`config.mk`:
```
export PLATFORM = sky130hd
export DESIGN_NAME = wb_stage
export DESIGN_NICKNAME = d
export VERILOG_FILES = /design/src/rtl/wb_stage_pkg.sv /design/src/rtl/wb_stage_load_ext.sv /design/src/rtl/wb_stage.sv
export SDC_FILE = /design/constraint.sdc
export NUM_CORES = 1
export LEC_CHECK = 0
export ABC_AREA = 1
export CAP_MARGIN = 5
export CORE_ASPECT_RATIO = 1.75
export CORE_MARGIN = 5
export CORE_UTILIZATION = 25
export CTS_CLUSTER_SIZE = 28
export DETAILED_ROUTE_END_ITERATION = 6
export MAX_ROUTING_LAYER = met4
export PLACE_DENSITY = 0.54
export SLEW_MARGIN = 0
export SYNTH_ARGS = -nofsm -noshare
export SYNTH_HDL_FRONTEND = slang
export SYNTH_HIERARCHICAL = 1
export SYNTH_SLANG_ARGS = --single-unit
export TNS_END_PERCENT = 1
```
`constraint.sdc`:
```
create_clock -name clk -period 2 [get_ports clk]
set_clock_uncertainty 0.2 [all_clocks]
set_input_delay 0.4 -clock clk [delete_from_list [all_inputs] [get_ports clk]]
set_output_delay 0.4 -clock clk [all_outputs]
set_load 0.1 [all_outputs]
```
`src/rtl/wb_stage_pkg.sv`:
```
// Shared core definitions for the writeback path: datapath width,
// result-source and load-type encodings, the MEM/WB entry layout and
// the result multiplexer used when an instruction is captured.
package wb_stage_pkg;

  // Datapath width of the RV32I core.
  localparam int XLEN = 32;

  // Which value an instruction writes back to rd.
  typedef enum logic [1:0] {
    RESULT_ALU  = 2'b00,
    RESULT_LOAD = 2'b01,
    RESULT_PC4  = 2'b10,
    RESULT_RSVD = 2'b11
  } result_src_e;

  // Load width/signedness taken from funct3.
  typedef enum logic [2:0] {
    F3_LB  = 3'b000,
    F3_LH  = 3'b001,
    F3_LW  = 3'b010,
    F3_LBU = 3'b100,
    F3_LHU = 3'b101
  } load_f3_e;

  // One retiring instruction held in the MEM/WB register.
  typedef struct packed {
    logic            valid;
    logic            done;
    logic            wr_en;
    logic [4:0]      rd;
    logic [XLEN-1:0] data;
  } wb_entry_t;

  // Picks the writeback value; the reserved encoding behaves like ALU.
  function automatic logic [XLEN-1:0] select_result(
    input logic [1:0]      src,
    input logic [XLEN-1:0] alu_value,
    input logic [XLEN-1:0] load_value,
    input logic [XLEN-1:0] link_value
  );
    logic [XLEN-1:0] value;
    value = alu_value;
    case (src)
      RESULT_LOAD: value = load_value;
      RESULT_PC4:  value = link_value;
      default:     value = alu_value;
    endcase
    return value;
  endfunction

endpackage

```
`src/rtl/wb_stage_load_ext.sv`:
```
// Load extender: takes the raw aligned data-memory word and returns the
// byte, halfword or word addressed by the low address bits, sign- or
// zero-extended to XLEN. Purely combinational so the LSU can reuse it.
module load_ext
  import wb_stage_pkg::*;
(
  input  logic [2:0]      funct3,
  input  logic [1:0]      offset,
  input  logic [XLEN-1:0] word,
  output logic [XLEN-1:0] result
);

  logic [7:0]  byte_lane;
  logic [15:0] half_lane;

  // Little-endian lane pick and extension; unknown funct3 passes the word through.
  always_comb begin
    byte_lane = word[{offset, 3'b000} +: 8];
    half_lane = offset[1] ? word[31:16] : word[15:0];
    result    = word;
    case (funct3)
      F3_LB:   result = {{(XLEN-8){byte_lane[7]}}, byte_lane};
      F3_LH:   result = {{(XLEN-16){half_lane[15]}}, half_lane};
      F3_LBU:  result = {{(XLEN-8){1'b0}}, byte_lane};
      F3_LHU:  result = {{(XLEN-16){1'b0}}, half_lane};
      F3_LW:   result = word;
      default: result = word;
    endcase
  end

endmodule

```
`src/rtl/wb_stage.sv`:
```
// MEM/WB pipeline register and register-file writer. Each accepted
// instruction is captured with its final writeback value already
// selected and extended, written exactly once in the following cycle,
// exposed to the EX bypass while it is in flight, and counted in instret.
module wb_stage
  import wb_stage_pkg::*;
#(
  parameter int CNT_W = 64
) (
  input  logic             clk,
  input  logic             rst,
  input  logic             in_valid,
  output logic             in_ready,
  input  logic             in_regwrite,
  input  logic [4:0]       in_rd,
  input  logic [1:0]       in_resultsrc,
  input  logic [XLEN-1:0]  in_alu_result,
  input  logic [XLEN-1:0]  in_mem_rdata,
  input  logic [XLEN-1:0]  in_pc_plus4,
  input  logic [2:0]       in_funct3,
  input  logic             hold,
  input  logic             flush,
  output logic             Regwrite,
  output logic [4:0]       rd,
  output logic [XLEN-1:0]  WD3,
  output logic             fwd_valid,
  output logic [4:0]       fwd_rd,
  output logic [XLEN-1:0]  fwd_data,
  output logic [CNT_W-1:0] instret
);

  wb_entry_t       entry;
  logic [CNT_W-1:0] count;
  logic [XLEN-1:0] load_data;
  logic [XLEN-1:0] next_data;
  logic            accept;
  logic            active;
  logic            rd_nonzero;

  assign in_ready   = !hold;
  assign accept     = in_valid && in_ready;
  assign active     = entry.valid && !entry.done;
  assign rd_nonzero = (entry.rd != 5'd0);

  load_ext u_load_ext (
    .funct3 (in_funct3),
    .offset (in_alu_result[1:0]),
    .word   (in_mem_rdata),
    .result (load_data)
  );

  assign next_data = select_result(in_resultsrc, in_alu_result, load_data, in_pc_plus4);

  // Entry register: reset beats flush beats accept beats hold; a held entry is marked done after its first cycle.
  always_ff @(posedge clk) begin
    if (rst) begin
      entry <= '0;
    end else if (flush) begin
      entry.valid <= 1'b0;
    end else if (accept) begin
      entry.valid <= 1'b1;
      entry.done  <= 1'b0;
      entry.wr_en <= in_regwrite;
      entry.rd    <= in_rd;
      entry.data  <= next_data;
    end else if (hold) begin
      entry.done <= entry.done | entry.valid;
    end else begin
      entry.valid <= 1'b0;
    end
  end

  // Retired-instruction counter: one tick per entry on its first active cycle, even when that cycle is flushed.
  always_ff @(posedge clk) begin
    if (rst) begin
      count <= '0;
    end else if (active) begin
      count <= count + CNT_W'(1);
    end
  end

  assign Regwrite  = active && entry.wr_en && rd_nonzero;
  assign rd        = entry.rd;
  assign WD3       = entry.data;
  assign fwd_valid = entry.valid && entry.wr_en && rd_nonzero;
  assign fwd_rd    = entry.rd;
  assign fwd_data  = entry.data;
  assign instret   = count;

endmodule
```
Word level (Yosys, flattened, before mapping)
Cells that the tools add are included.

Bits in registers: 104. Input bits: 112. Output and inout port bits: 141. Logic and storage cells: 36.

$add $sub $neg: 1. Equality and inequality tests: 6. Shifts and indexed selects: 1. Multiplexer cells: 6. Bitwise gates (word level): 2. Reductions and logical operators: 14.

Operator list (number): case mux 32 bit (4 select lines) (1); adder 64 x 1 -> 64 bit (second input constant) (1); case mux 32 bit (2 select lines) (1); indexed part select 32 x 6 -> 8 bit (1); 2-to-1 mux 16 bit (1); equality test 3 bit (second input constant) (2); logical AND 1 bit (6); nonzero test 5 bit (1); AND reduction 2 bit (2); equality test 3 x 1 -> 1 bit (second input constant) (1); logical NOT 3 bit (1); equality test 2 x 1 -> 1 bit (second input constant) (1); equality test 2 bit (second input constant) (1); logical NOT 1 bit (2); 2-to-1 mux 1 bit (2); 2-to-1 mux 2 bit (1); != test 2 x 1 -> 1 bit (second input constant) (1); nonzero test 2 bit (1); OR reduction 2 bit (1); NOT 1 bit (1); OR 1 bit (1).

Longest topological paths before layout
Gate-level depths: netlist of run 1.

Word-level depth: 4. Mapped depth: 12. Depth with buffers taken out: 11.

Modules after synthesis
Netlist of run 1, hierarchy kept.

By module, submodules not included: wb_stage (instances 1, cells an instance 914, area each 6213.5 um^2, sequential area each 2082.0 um^2); load_ext (instances 1, cells an instance 194, area each 1054.8 um^2, sequential area each 0.0 um^2).

Least setup slack after synthesis of run 1
No wires, ideal clock.

Path kind: reg2reg. From: register count[1] (netlist: instret[1]). To: register count[26] (netlist: instret[26]). Setup time: 119 ps. Arrival time: 2159 ps. Required time: 1681 ps. Setup slack: -478 ps. Cell stages (with the launch flop): 11. Buffers on the path: 0. Period minus slack after synthesis: 2478 ps. Cell sequence: dfxtp_1 ha_1 nand3_1 nor2_2 nand2_2 nor2_2 inv_1 nor2_1 nand3_1 nand2_1 nor2_1.

Word-level cells in the longest chain between the ends: 1.

RTL lines: from (decl) (line wb_stage.sv:33) `logic [CNT_W-1:0] count;`; from (signal assigned) (line wb_stage.sv:78) `count <= count + CNT_W'(1);`; adder 64 x 1 -> 64 bit (line wb_stage.sv:78).

No other way between the ends. A chain may end at the register's enable or synchronous reset.

Worst setup path in the final report of run 1
From: register, netlist name fwd_rd[3]. To: output Regwrite.

Word-level cells in the longest chain between the ends: 2.

RTL lines: nonzero test 5 bit (line wb_stage.sv:43) `assign rd_nonzero = (entry.rd != 5'd0);`; logical AND 1 bit (line wb_stage.sv:82) `assign Regwrite = active && entry.wr_en && rd_nonzero;`; to (decl) (line wb_stage.sv:23) `output logic Regwrite,`.

No other way between the ends.

==> metrics.cfg, run 1 <==
[clocking]
cts_max_level = 3
cts_buffers = 9
clockBufferDepth = 2
clkLatencyLatePin_ns = 0.37
clock_sinks = 104
clock-root-buffer = clkbuf_16
tritoncts = built
clk_pin_slew_ns = 0.07

[setup_path]
reg2reg_from = instret[39]
rrSetupSlack_ns = 0.08
critPathArrivalTime_ns = 1.41
startpoint = fwd_rd[3]
worstSetupEndpoint = Regwrite
worstSetupPathType = reg -> out
rr_worst_depth = 9
cp-start-kind = register
worst_ep_required_time_ns = 1.40
critPathMaxFanout = 2
end_kind = primary output
rr_endpoint = instret[61]

[floorplanning]
fp-row-count = 82
die_x_um = 139
io_pins = 253
initial_core_util_pct = 25.3
die_y_um = 236
core_mm2 = 0.0287
die_area_mm2 = 0.0327

[power_and_ir_drop]
p_int_mw = 3.79
static-leakage-power_nw = 5.01
p_sw_share_pct = 32.8
power_frac_seq_pct = 38.3
power.total_mw = 5.65
combPwrFrac_pct = 28.5
clockPowerShare_pct = 33.2
p_sw_mw = 1.86
irDropWorstVdd_uv = 407
powerDensity_mw_per_mm2 = 453

[sta]
setup_slack_ns = -0.00522
worstMarginPinSlew_ns = 0.381
period_minus_slack_ns = 2.01
finalCritPeriodShare_pct = 100
whs_ns = 0.279
hold_viol_final = 0
rsz0062_at_grt = true
relSlewSlack_pct = 74.6
fmax_mhz = 499
finalSetupViolCount = 1
drv_slew = 0

[grt]
antenna_found_initial = 2
grt_pass1_vias = 8634
grt-ovfl-total = 0
grt_usage_pct = 20.3
grt_pass1_wl_um = 49500
grt_start_max_net_pins = 52

[place]
dp_hpwl_um = 28000
pre_cts_slack_ns = -0.511
place_congestion = 0.971
dpl.cell_count = 1753
io_buffers = 252

[finish]
layout-drive-gt1-share_pct = 31.2
layout_commonest_cell = nand2_1
area.growth.synth_to_final_pct = 71.7
fin_nets = 1502
layoutNonFillerInstCount = 1771
final_cell_mix = nand2_1, buf_12, nor2_1
num-fill-cells = 2878

[outcome]
status = finished, violations left
violations = setup timing

[synthesis]
syn_inst = 1108
yosysTopAreaCellShare_pct = 28.6
ys_seq_area_share_pct = 28.6
yosys_warnings = 6
synth_nets = 1223
ys_ff_latch = 104
yosysUniqueCellTypes = 43
synthesis.area_mm2 = 0.00727
synth.area.top_cells = dfxtp_1, nand2_1, buf_4, nand3_1, nor2_1
synth_area_per_cell_um2 = 6.56
synth_top_area_cell = dfxtp_1

[routing]
vias = 8265
first_iter_violations = 487
drc = 0
detail_route.vias_per_cell = 4.67
wl_per_cell_um = 18.5
detail-route-antenna-nets = 0
drt-total-wl_um = 32800
drt_first_pass_iters = 7

[min_path]
hold_class = reg -> reg

[run]
drv_cap = 0

## cell type report
type / instances / area [µm²] / share of cell area (%)
Timing Repair Buffer: 385 / 5070 / 40.6
Sequential cell: 104 / 2110 / 16.9
Multi-Input combinational cell: 783 / 4130 / 33.1
Clock inverter: 4 / 52.6 / 0.421
Antenna cell: 2 / 5.00 / 0.0401
Clock buffer: 11 / 243 / 1.94
Tap cell: 378 / 473 / 3.79
Inverter: 104 / 403 / 3.23
## metal layers
layer,share of wire [%],vias up,track usage [%]
met5,0,-,-
met4,6.2,0,11.7
met3,3.8,88,2.99
met2,61,273,42.4
met1,29,3785,15.8
li1,-,4119,-
## per-stage QoR
| stage | area [µm²] | TNS (ns) | utilization (%) |
|---|---|---|---|
| after CTS | 12400 | -0.104 | 43.1 |
| after floorplan | 7300 | -16.25 | - |
| after global placement | 12000 | -10.99 | 41.8 |
| after global routing | 12500 | -0.291 | 43.4 |
| after detailed placement | 12000 | -11.83 | 41.8 |
| final | 12500 | -0.00522 | 43.4 |
## what timing repair did
item                                   CTS  global route
resized for setup                       15            25
pin swaps                                1             3
setup buffers                            0             1
hold buffers                             0             0
setup endpoints to repair               13            50
endpoints found under the hold margin    0             0
## power by group through the flow
stage                     combinational, mW  clock (mW)  sequential [mW]
after floorplan                       0.907           0             2.19
after global placement                 1.59           0             2.21
after detailed placement               1.59           0             2.21
after CTS                              1.61        1.93             2.17
after global routing                   1.69        2.00             2.17
final                                  1.61        1.88             2.16
## critical path, cell delays in order, from the launching register on
cell	delay, ns
dfxtp_2	0.33
nor3_2	0.16
nand3_1	0.09
nand3_1	0.09
inv_2	0.04
nand2_2	0.07
clkinvlp_4	0.09
buf_12	0.16
## synthesized netlist by cell type, drive strengths merged
| master | instances |
|---|---|
| nor3 | 14 |
| buf | 94 |
| o21a | 3 |
| o21ai | 84 |
| xnor2 | 3 |
| and2 | 2 |
| xor2 | 8 |
| dfxtp | 104 |
| nand3 | 128 |
| o31ai | 1 |
| ha | 3 |
| a221oi | 31 |
| nand2 | 265 |
| inv | 102 |
| a31oi | 1 |
| clkbuf | 23 |
| nor3b | 4 |
| a211oi | 2 |
| a21oi | 30 |
| nor2 | 171 |
| a22oi | 7 |
| or2 | 9 |
| nand4 | 17 |
| clkinv | 2 |
## sequential cells by signal, summed over array words and instances (netlist names)
register,cells
WD3,32
entry,3
fwd_rd,5
instret,64
## cell families after synthesis
group                      after synthesis  synth area share, %
DFF                                    104                 28.6
AOI/OAI and AO/OA                      159                 13.0
and+or+nand+nor                        610                 39.9
adders and majority gates                3                0.516
buffers and inverters                  221                 16.6
xor gates and xnor gates                11                 1.33
## how the worst min path moves through the flow
stage	slack, ns	start	cells after the start	end
after floorplan	0.25	entry[37]	2	entry[37]
after global placement	0.27	entry[37]	2	entry[37]
after CTS	0.29	entry[37]	2	entry[37]
after detailed placement	0.28	entry[37]	2	entry[37]
after global routing	0.30	entry[37]	2	entry[37]
final	0.28	entry[37]	2	entry[37]
(Power assumes the default switching activity.)
==> inputs of run 2 (changes only) <==
--- a/config.mk
+++ b/config.mk
@@ -6,9 +6,8 @@
 export NUM_CORES = 1
 export LEC_CHECK = 0
 export ABC_AREA = 1
-export CAP_MARGIN = 5
 export CORE_ASPECT_RATIO = 1.75
-export CORE_MARGIN = 5
+export CORE_MARGIN = 3
 export CORE_UTILIZATION = 25
 export CTS_CLUSTER_SIZE = 28
 export DETAILED_ROUTE_END_ITERATION = 6
==> run 2 against run 1 <==
The flow still finishes with violations (setup timing); sequential share of layout area about the same; cell count down 0.17%; cell area grew 0.14%; sequential power barely moved; global-route usage increased by 0.77 points; largest cell class unchanged.
==> metrics.cfg, run 2 (synthesis gave the netlist of run 1 again) <==
[power_and_ir_drop]
powerDensity_mw_per_mm2 = 456  ; +0.71%
power.total_mw = 5.70  ; +0.85%
static-leakage-power_nw = 5.00  ; -0.20%
p_sw_mw = 1.90  ; +2.2%
clockPowerShare_pct = 33.2  ; about the same
irDropWorstVdd_uv = 407  ; about the same
power_frac_seq_pct = 38.0  ; -0.3 points
p_int_mw = 3.80  ; +0.19%
p_sw_share_pct = 33.3  ; +0.45 points
combPwrFrac_pct = 28.8  ; +0.3 points

[floorplanning]
die_x_um = 135  ; -2.9%
io_pins = 253  ; unchanged
fp-row-count = 82  ; unchanged
die_area_mm2 = 0.0312  ; -4.5%
initial_core_util_pct = 25.4  ; +0.091 points
core_mm2 = 0.0286  ; -0.36%
die_y_um = 232  ; -1.7%

[routing]
first_iter_violations = 353  ; -28%
vias = 8275  ; +0.12%
drt-total-wl_um = 32500  ; -1.0%
detail_route.vias_per_cell = 4.68  ; +0.29%
drt_first_pass_iters = 6  ; -1
drc = 0  ; unchanged
wl_per_cell_um = 18.4  ; -0.86%
detail-route-antenna-nets = 0  ; unchanged

[sta]
rsz0062_at_grt = true
period_minus_slack_ns = 2.03  ; +0.0270 ns
worstMarginPinSlew_ns = 0.579  ; +0.197 ns
finalSetupViolCount = 1  ; unchanged
setup_slack_ns = -0.0322  ; -0.0270 ns
drv_slew = 0  ; unchanged
finalCritPeriodShare_pct = 102  ; +1.3 points
relSlewSlack_pct = 61.1  ; -13 points
hold_viol_final = 0  ; unchanged
fmax_mhz = 492  ; -1.3%

[finish]
area.growth.synth_to_final_pct = 72.0
final_cell_mix = nand2_1, buf_12, nor2_1
fin_nets = 1500  ; -0.13%
fin_util_pct = 43.7  ; +0.22 points
largest_reg_flops = 64  ; unchanged
antenna_cells = 0  ; -2
layoutNonFillerInstCount = 1768  ; -0.17%
layout_commonest_cell = nand2_1
final_area_mm2 = 0.0125  ; +0.14%
layout-drive-gt1-share_pct = 30.4  ; -0.77 points

[clocking]
clockBufferDepth = 2  ; unchanged
clkLatencyLatePin_ns = 0.37  ; about the same
clock_sinks = 104  ; unchanged
clk_pin_slew_ns = 0.08  ; about the same
cts_max_level = 3  ; unchanged
clock-root-buffer = clkbuf_16
cts_buffers = 9  ; unchanged
tritoncts = built
cts_hold_buf = 0  ; unchanged

[setup_path]
cpMostUsedCell = nand3_1
critPathArrivalTime_ns = 1.43  ; +0.02 ns
cp-start-kind = register
path_cells = nor3_2, nand3_1, nand3_1, inv_2, nand2_2, clkinvlp_4, buf_12
crit_slowest_cell = dfxtp_2
end_kind = primary output
worst_ep_required_time_ns = 1.40  ; about the same
max_stage_delay_ns = 0.33  ; about the same
rr_worst_depth = 10  ; +1
critPathMaxFanout = 2  ; unchanged
worstSetupPathType = reg -> out

[outcome]
violations = setup timing
status = finished, violations left

[run]
drv_cap = 0  ; unchanged

[place]
io_buffers = 252  ; unchanged
dp_hpwl_um = 27400  ; -2.3%
place_area_mm2 = 0.0121  ; +0.56%
pre_cts_slack_ns = -0.567  ; -0.0564 ns
dpl.cell_count = 1752  ; -0.057%
place_congestion = 0.915  ; -5.8%

[grt]
grt_pass1_vias = 8474  ; -1.9%
grt_start_max_net_pins = 49  ; -5.8%
antenna_found_initial = 0  ; -2
grt-ovfl-total = 0  ; unchanged
grt_usage_pct = 21.0  ; +0.77 points
grt_pass1_wl_um = 48300  ; -2.5%

[min_path]
hold_path_depth = 2  ; unchanged
hold_class = reg -> reg

[run 2: changes by cell type in the layout (fill, tap and decap cells not counted), sizes merged]
cell | previous run | this run
buf | 274 | 272
dlymetal6s2s | 2 | 1
diode | 2 | 0
dlygate4sd2 | 0 | 1
clkinvlp | 1 | 2
[run 2: final timing paths]
| check | from | endpoint | slack [ns] |
|---|---|---|---|
| worst min-delay path | entry[37] | entry[37] | 0.28 |
| worst min register to register | entry[37] | entry[37] | 0.28 |
| worst max-delay path | fwd_rd[1] | Regwrite | -0.03 |
| worst max register to register | instret[1] | instret[58] | 0.11 |
[run 2: layout make-up]
cell class	count	area, µm²
fillers	2846	16100
clock inverters	5	66.3
inverters	104	403
well taps	378	473
repair buffers	383	5120
multi-input cells	783	4100
clock buffers	11	233
flip-flops and latches	104	2110
[run 2: repair_timing]
item | 4_1_cts | 5_1_grt
setup endpoints to repair | 22 | 42
setup buffers | 0 | 0
gates cloned | 0 | 0
gates resized for setup | 9 | 23
[run 2: stage by stage]
step / TNS, ns / hold slack, ns
4_1_cts: -0.0560 / 0.278
5_1_grt: -0.249 / 0.310
3_3_place_gp: -12.62 / 0.257
2_1_floorplan: -16.25 / 0.251
3_5_place_dp: -13.20 / 0.264
6_report: -0.0322 / 0.279
[run 2: power by group through the flow]
stage          clock (mW)  combinational [mW]  sequential [mW]
3_3_place_gp            0                1.62             2.21
2_1_floorplan           0               0.907             2.19
4_1_cts              1.96                1.63             2.16
3_5_place_dp            0                1.62             2.21
5_1_grt              2.02                1.72             2.17
6_report             1.89                1.64             2.16
[run 2: worst max-delay path: cells and delay by family, from the launching register on]
family / cells / cell delay [ns]
buf+inv: 3 / 0.31
simple gates: 4 / 0.41
flops: 1 / 0.33
[run 2: per-layer routing]
layer | vias to the layer above | GRT usage [%] | part of all wire (%)
met3 | 56 | 2.65 | 3.4
met5 | - | - | 0
li1 | 4103 | - | -
met1 | 3870 | 17.1 | 30
met4 | 0 | 8.57 | 3.9
met2 | 246 | 45.1 | 63
